<file path="src/rtl/ctrl_pipe_de_if.sv">
// ctrl_pipe_de_if: decode-to-execute control bundle, flag inputs and execute-stage outputs
interface ctrl_pipe_de_if #(parameter int CNT_W = 8);
  logic             StallE;
  logic             FlushE;
  logic             ValidD;
  logic [3:0]       CondD;
  logic [1:0]       FlagWD;
  logic             PCSD;
  logic             RegWD;
  logic             MemWD;
  logic             BranchD;
  logic [3:0]       FlagsNext;
  logic             FlagsLd;
  logic [3:0]       CondE;
  logic [1:0]       FlagWE;
  logic             PCSE;
  logic             RegWE;
  logic             MemWE;
  logic             BranchE;
  logic             ValidE;
  logic [3:0]       FlagsE;
  logic [CNT_W-1:0] BubbleCnt;
  modport master (
    output StallE, FlushE, ValidD, CondD, FlagWD, PCSD, RegWD, MemWD, BranchD, FlagsNext, FlagsLd,
    input  CondE, FlagWE, PCSE, RegWE, MemWE, BranchE, ValidE, FlagsE, BubbleCnt
  );
  modport slave (
    input  StallE, FlushE, ValidD, CondD, FlagWD, PCSD, RegWD, MemWD, BranchD, FlagsNext, FlagsLd,
    output CondE, FlagWE, PCSE, RegWE, MemWE, BranchE, ValidE, FlagsE, BubbleCnt
  );
endinterface

</file>
<file path="src/rtl/ctrl_pipe_de.sv">
// ctrl_pipe_de: execute-stage control register with flush/stall, NZCV flags register and bubble counter
module ctrl_pipe_de #(
  parameter int CNT_W = 8
) (
  input logic           clk,
  input logic           reset,
  ctrl_pipe_de_if.slave bus
);
  logic [3:0]       cond_q;
  logic [1:0]       flagw_q;
  logic             pcs_q;
  logic             regw_q;
  logic             memw_q;
  logic             branch_q;
  logic             valid_q;
  logic [3:0]       flags_q;
  logic [CNT_W-1:0] cnt_q;
  logic             load;
  logic             bubble;
  assign load   = bus.FlushE | ~bus.StallE;
  assign bubble = bus.FlushE | (~bus.StallE & ~bus.ValidD);
  // Flags follow the stall only, so the instruction leaving execute still commits on a flush.
  always_ff @(posedge clk or negedge reset) begin
    if (!reset) begin
      cond_q   <= 4'b1110;
      flagw_q  <= 2'b00;
      pcs_q    <= 1'b0;
      regw_q   <= 1'b0;
      memw_q   <= 1'b0;
      branch_q <= 1'b0;
      valid_q  <= 1'b0;
      flags_q  <= 4'b0000;
      cnt_q    <= '0;
    end else begin
      if (load) begin
        cond_q   <= bubble ? 4'b1110 : bus.CondD;
        flagw_q  <= bubble ? 2'b00 : bus.FlagWD;
        pcs_q    <= ~bubble & bus.PCSD;
        regw_q   <= ~bubble & bus.RegWD;
        memw_q   <= ~bubble & bus.MemWD;
        branch_q <= ~bubble & bus.BranchD;
        valid_q  <= ~bubble;
      end
      if (bus.FlagsLd && !bus.StallE) flags_q <= bus.FlagsNext;
      if (bubble && !(&cnt_q)) cnt_q <= cnt_q + 1'b1;
    end
  end
  assign bus.CondE     = cond_q;
  assign bus.FlagWE    = flagw_q;
  assign bus.PCSE      = pcs_q;
  assign bus.RegWE     = regw_q;
  assign bus.MemWE     = memw_q;
  assign bus.BranchE   = branch_q;
  assign bus.ValidE    = valid_q;
  assign bus.FlagsE    = flags_q;
  assign bus.BubbleCnt = cnt_q;
endmodule

</file>
<file path="src/flat_wrapper.sv">
// flat-port wrapper written by rule: the top's interface ports become plain ports
module ctrl_pipe_de_flat 
#(
  parameter int CNT_W = 8
)
  (clk, reset, bus_StallE, bus_FlushE, bus_ValidD, bus_CondD, bus_FlagWD, bus_PCSD, bus_RegWD, bus_MemWD, bus_BranchD, bus_FlagsNext, bus_FlagsLd, bus_CondE, bus_FlagWE, bus_PCSE, bus_RegWE, bus_MemWE, bus_BranchE, bus_ValidE, bus_FlagsE, bus_BubbleCnt);
  ctrl_pipe_de_if #(.CNT_W(CNT_W)) bus_i ();
  input logic clk;
  input logic reset;
  input wire logic [$bits(bus_i.StallE)-1:0] bus_StallE;
  input wire logic [$bits(bus_i.FlushE)-1:0] bus_FlushE;
  input wire logic [$bits(bus_i.ValidD)-1:0] bus_ValidD;
  input wire logic [$bits(bus_i.CondD)-1:0] bus_CondD;
  input wire logic [$bits(bus_i.FlagWD)-1:0] bus_FlagWD;
  input wire logic [$bits(bus_i.PCSD)-1:0] bus_PCSD;
  input wire logic [$bits(bus_i.RegWD)-1:0] bus_RegWD;
  input wire logic [$bits(bus_i.MemWD)-1:0] bus_MemWD;
  input wire logic [$bits(bus_i.BranchD)-1:0] bus_BranchD;
  input wire logic [$bits(bus_i.FlagsNext)-1:0] bus_FlagsNext;
  input wire logic [$bits(bus_i.FlagsLd)-1:0] bus_FlagsLd;
  output wire logic [$bits(bus_i.CondE)-1:0] bus_CondE;
  output wire logic [$bits(bus_i.FlagWE)-1:0] bus_FlagWE;
  output wire logic [$bits(bus_i.PCSE)-1:0] bus_PCSE;
  output wire logic [$bits(bus_i.RegWE)-1:0] bus_RegWE;
  output wire logic [$bits(bus_i.MemWE)-1:0] bus_MemWE;
  output wire logic [$bits(bus_i.BranchE)-1:0] bus_BranchE;
  output wire logic [$bits(bus_i.ValidE)-1:0] bus_ValidE;
  output wire logic [$bits(bus_i.FlagsE)-1:0] bus_FlagsE;
  output wire logic [$bits(bus_i.BubbleCnt)-1:0] bus_BubbleCnt;
  assign bus_i.StallE = bus_StallE;
  assign bus_i.FlushE = bus_FlushE;
  assign bus_i.ValidD = bus_ValidD;
  assign bus_i.CondD = bus_CondD;
  assign bus_i.FlagWD = bus_FlagWD;
  assign bus_i.PCSD = bus_PCSD;
  assign bus_i.RegWD = bus_RegWD;
  assign bus_i.MemWD = bus_MemWD;
  assign bus_i.BranchD = bus_BranchD;
  assign bus_i.FlagsNext = bus_FlagsNext;
  assign bus_i.FlagsLd = bus_FlagsLd;
  assign bus_CondE = bus_i.CondE;
  assign bus_FlagWE = bus_i.FlagWE;
  assign bus_PCSE = bus_i.PCSE;
  assign bus_RegWE = bus_i.RegWE;
  assign bus_MemWE = bus_i.MemWE;
  assign bus_BranchE = bus_i.BranchE;
  assign bus_ValidE = bus_i.ValidE;
  assign bus_FlagsE = bus_i.FlagsE;
  assign bus_BubbleCnt = bus_i.BubbleCnt;
  ctrl_pipe_de #(.CNT_W(CNT_W)) u_core (.clk(clk), .reset(reset), .bus(bus_i));
endmodule
</file>
<file path="config.mk">
export PLATFORM = sky130hd
export DESIGN_NAME = ctrl_pipe_de_flat
export DESIGN_NICKNAME = d
export VERILOG_FILES = /design/src/rtl/ctrl_pipe_de_if.sv /design/src/rtl/ctrl_pipe_de.sv /design/src/flat_wrapper.sv
export SDC_FILE = /design/constraint.sdc
export NUM_CORES = 1
export LEC_CHECK = 0
export ABC_AREA = 1
export BUFFER_PORTS_ARGS = -buffer_cell sky130_fd_sc_hd__buf_2
export CORE_MARGIN = 2
export CORE_UTILIZATION = 50
export DETAILED_ROUTE_END_ITERATION = 10
export HOLD_SLACK_MARGIN = 0.06
export PLACE_DENSITY = 0.94
export SYNTH_ARGS = -nofsm -noshare
export SYNTH_HDL_FRONTEND = slang
export SYNTH_SLANG_ARGS = --single-unit
</file>
<file path="constraint.sdc">
create_clock -name clk -period 2.2 [get_ports clk]
set_clock_uncertainty 0.2 [all_clocks]
set_input_delay 0.44 -clock clk [delete_from_list [all_inputs] [get_ports clk]]
set_output_delay 0.44 -clock clk [all_outputs]
set_load 0.05 [all_outputs]
</file>
After elaboration in Yosys (flattened, before gate mapping)
Cells that the tools add are included.

Bits in registers: 23. Latch bits: 0. Memory bits (writable): 0. ROM bits: 0. Bits of input ports: 20. Output and inout port bits: 23. Word-level logic and storage cells: 27. Memories kept: 0.

$add $sub $neg: 1. Multiply operators: 0. Div/mod/pow operators: 0. Magnitude comparators: 0. Equality and inequality tests: 0. Shifts and indexed selects: 0. Multiplexer cells: 2. Bitwise operators: 10. Reduce and logical (&&, ||, !) cells: 5.

Operators by type and width (number): adder 8 x 1 -> 8 bit, second input constant (1); AND reduction 8 bit (1); AND 1 bit (5); 2-to-1 mux 4 bit (1); inverter 1 bit (3); logical AND 1 bit (2); logical NOT 1 bit (2); 2-to-1 mux 2 bit (1); OR 1 bit (2).

Logic depth before layout (Yosys ltp)
Depth in word-level cells: 5. Gate-level depth with buffers: 8. Mapped depth without buffers: 8.

Worst setup path after synthesis
No wires, ideal clock.

Path kind: reg-to-reg. From: reg u_core.cnt_q[1] (netlist: u_core.bus.BubbleCnt[1]). To: reg u_core.cnt_q[0] (netlist: u_core.bus.BubbleCnt[0]). Library setup time: 118 ps. Arrival time: 1453 ps. Required time: 1882 ps. Slack: 429 ps. Stages on the path, launching flop included: 9. Buffers on the path: 0. Clock period less this slack: 1771 ps. Path through: dfrtp_1 > ha_1 > nand2_1 > nor2_1 > nand2_2 > nand2_4 > inv_4 > nand2_1 > nand2_1.

Word-level cells in the longest chain between the ends: 3.

RTL lines: start, declared (RTL line ctrl_pipe_de.sv:17) `logic [CNT_W-1:0] cnt_q;`; start signal, assigned (RTL line ctrl_pipe_de.sv:45) `if (bubble && !(&cnt_q)) cnt_q <= cnt_q + 1'b1;`; AND reduction 8 bit (RTL line ctrl_pipe_de.sv:45); logical NOT 1 bit (RTL line ctrl_pipe_de.sv:45); logical AND 1 bit (RTL line ctrl_pipe_de.sv:45).

No other way between the ends. A chain may end at the register's enable or synchronous reset.

Worst setup path after layout
From: reg u_core.cnt_q[2] (netlist: u_core.bus.BubbleCnt[2]). To: out bus_BubbleCnt[2].

RTL lines: end, declared (RTL line flat_wrapper.sv:29) `output wire logic [$bits(bus_i.BubbleCnt)-1:0] bus_BubbleCnt;`.

No word-level cell between the ends.

==> metrics.md <==
| Metric | Value |
|---|---|
| Status | finished clean |
| Clock tree buffer depth | 2 |
| Final worst slack | 0.428 ns |
| Buf+Inv Stages, Crit Path | 1 |
| H-tree Lvls | 1 |
| Cell Rows | 16 |
| Most frequent cells in the layout | 42 x buf_2, 26 x nand2_1, 20 x dfrtp_1, 8 x inv_1, 7 x a22o_1 |
| Final net count | 173 |
| Largest net degree at the start of global routing | 24 |
| Startpoint class of the critical path | flip-flop |
| Period utilization | 0.805 |
| Final setup fails | 0 |
| Leakage power | 0.703 nW |
| Top-level port count | 43 |
| Via density | 4.88 |
| Tot GR Track Use | 0.190 |
| Sequential element share of the synthesized area | 0.545 |
| Seq cells post-synth | 23 |
| Syn_area_per_cell | 10.1 sq um |
| Pwr Total | 1.27 mW |
| CP Capture Type | output port |
| Yosys warns | 0 |
| Layout cells sized above 1 | 0.444 |
| Die width | 50.1 um |
| Initial antenna violation count | 0 |
| Max-slew violation count | 0 |
| Clk sinks | 23 |
| Post-CTS Setup Bufs | 0 |
| Vias | 869 |
| Inst Count DP | 173 |
| CP cell instances | buf_2 |
| HP Class | primary input to flip-flop |
| Cts bufs inserted | 3 |
| Commonest non-fill, non-tap cell in the layout | buf_2 |
| Post-route antenna net violation count | 0 |
| Post-place setup slack | 0.632 ns |
| Area Growth Syn to Fin | 25.8% |
| Worst path slowest cell | dfrtp_1 |
| DR iter-0 viols | 6 |
| CP delay by family, top | flip-flops |
| Syn Nets | 126 |
| Max_slew headroom | 0.677 |
| Global route overflow | 0 |
| Number of global-route vias before repair | 862 |
| CTS tree | yes |
| Critical Path RT | 1.56 ns |
| Clk pin slew, worst setup/hold paths | 0.12 ns |
| DIE HEIGHT | 50.1 um |
| Diode count | 0 |
| Die ar. | 0.00251 sq mm |
| Fmax | 564 MHz |
| Setup TNS | 0 ns |
| CP peak stage delay | 0.51 ns |
| VDD IR max | 0.674 mV |
| First-pass GRT wire length | 3590 um |
| Core ar. | 0.00198 sq mm |
| DR WL/cell | 12.0 um |
| Arr. time, crit path | 1.13 ns |
| Slew @ Worst Pin | 0.484 ns |
| Post-Layout Inst Area | 0.00134 sq mm |
| Clk Tree Root Cell | clkbuf_4 |
| Power per cell area | 953 mW/mm^2 |
| Post-synth cell types | 24 |
| Post-Layout Cell Count | 178 |
| Critical-path maximum fanout | 8 |
| Clk_lat worst skew | 0.30 ns |
| DP Wirelength | 1750 um |
| Syn Inst Count | 105 |
| Synth Cell Area | 0.00106 sq mm |
| IO buf count | 42 |
| CTS resizes | 0 |
| Fill cells | 163 |
| WS Path Type | flip-flop to output port |
| # DRC | 0 |
| Maxcap violations | 0 |
| Final Routed Wirelength | 2140 um |
| Final number of hold-violating endpoints | 0 |
| RSZ-0062 raised after global routing | false |
| GPL Wtd Cong | 0.897 |
| Initial Util | 0.536 |
| Placed Area | 0.00130 sq mm |
| Fin crit period | 1.77 ns |
| TritonRoute pass-1 iters | 4 |
registers in the layout, indices dropped and copies added, names as in the netlist:
name / count
u_core.bus.PCSE: 1
u_core.bus.BubbleCnt: 8
u_core.bus.MemWE: 1
u_core.bus.FlagWE: 2
u_core.bus.CondE: 4
u_core.bus.FlagsE: 4
u_core.bus.RegWE: 1
u_core.bus.BranchE: 1
u_core.bus.ValidE: 1
per-layer routing:
metal,wire length (um),GRT usage
met1,909,0.216
met2,1110,0.353
met3,102,0.0485
met4,14,0.0417
met5,0,0
synth_stat cells:
cell type / n / share of area
a21oi_1: 1 / 0.0047
a22o_1: 7 / 0.058
buf_4: 1 / 0.0071
dfrtp_1: 20 / 0.47
dfstp_2: 3 / 0.074
ha_1: 1 / 0.012
inv_1: 8 / 0.028
inv_2: 3 / 0.011
inv_4: 1 / 0.0059
mux2_2: 4 / 0.042
nand2_1: 26 / 0.092
nand2_2: 5 / 0.029
nand2_4: 1 / 0.011
nand3_1: 6 / 0.028
nand3b_1: 1 / 0.0071
nand4_1: 1 / 0.0059
nor2_1: 5 / 0.018
nor2_2: 1 / 0.0059
nor2_4: 2 / 0.021
o21ai_0: 1 / 0.0047
o21ai_4: 1 / 0.015
o21bai_1: 1 / 0.0071
o22a_1: 3 / 0.025
xnor2_1: 2 / 0.016
logic make-up (layout without fill, tap and decap cells):
kind of cell / after synthesis / count (layout) / share of synthesized area
AO/OA/AOI/OAI: 14 / 14 / 0.114
XOR/XNOR: 2 / 2 / 0.0165
adder cells (fa/ha/maj): 1 / 1 / 0.0118
buffers and inverters: 13 / 59 / 0.0518
flip-flops: 23 / 23 / 0.545
multiplexers: 4 / 4 / 0.0424
AND/OR/NAND/NOR: 48 / 48 / 0.218
power breakdown:
group | internal, mW | leakage (nW) | total [mW] | switching (mW)
logic | 0.140 | 0.405 | 0.514 | 0.374
registers | 0.489 | 0.280 | 0.575 | 0.0858
clock network | 0.0678 | 0.0177 | 0.184 | 0.116
total | 0.697 | 0.703 | 1.27 | 0.576
final cells by class:
class / count / area (sq um) / area share
flip-flops and latches: 23 / 579 / 0.434
inverters: 12 / 47.5 / 0.0356
clock buffers: 3 / 22.5 / 0.0169
clock inverters: 1 / 5.00 / 0.00375
well taps: 27 / 33.8 / 0.0253
repair buffers: 43 / 220 / 0.165
multi-input cells: 69 / 428 / 0.320
stage by stage:
stage          utilization  hold WS (ns)
4_1_cts              0.674         0.144
2_1_floorplan            -       -0.0556
6_report             0.674         0.153
3_5_place_dp         0.655         0.233
3_3_place_gp         0.655         0.220
5_1_grt              0.674         0.123
path summary, 6_finish.rpt:
path	cells after the start	end	slack [ns]	startpoint
worst min-delay path	2	u_core.bus.MemWE	0.15	bus_MemWD
worst min register to register	2	u_core.bus.ValidE	0.31	u_core.bus.ValidE
min in group asynchronous	2	u_core.bus.CondE[0]	0.40	reset
worst max-delay path	1	bus_BubbleCnt[2]	0.43	u_core.bus.BubbleCnt[2]
worst max register to register	8	u_core.bus.BubbleCnt[1]	0.61	u_core.bus.BubbleCnt[0]
max in group asynchronous	2	u_core.bus.CondE[1]	1.04	reset
timing repair:
item | in CTS | in global routing
hold buffers | 1 | 0
setup endpoints to repair | 0 | 0
endpoints found under the hold margin | 20 | 0
Power figures use the tool's default switching activity.
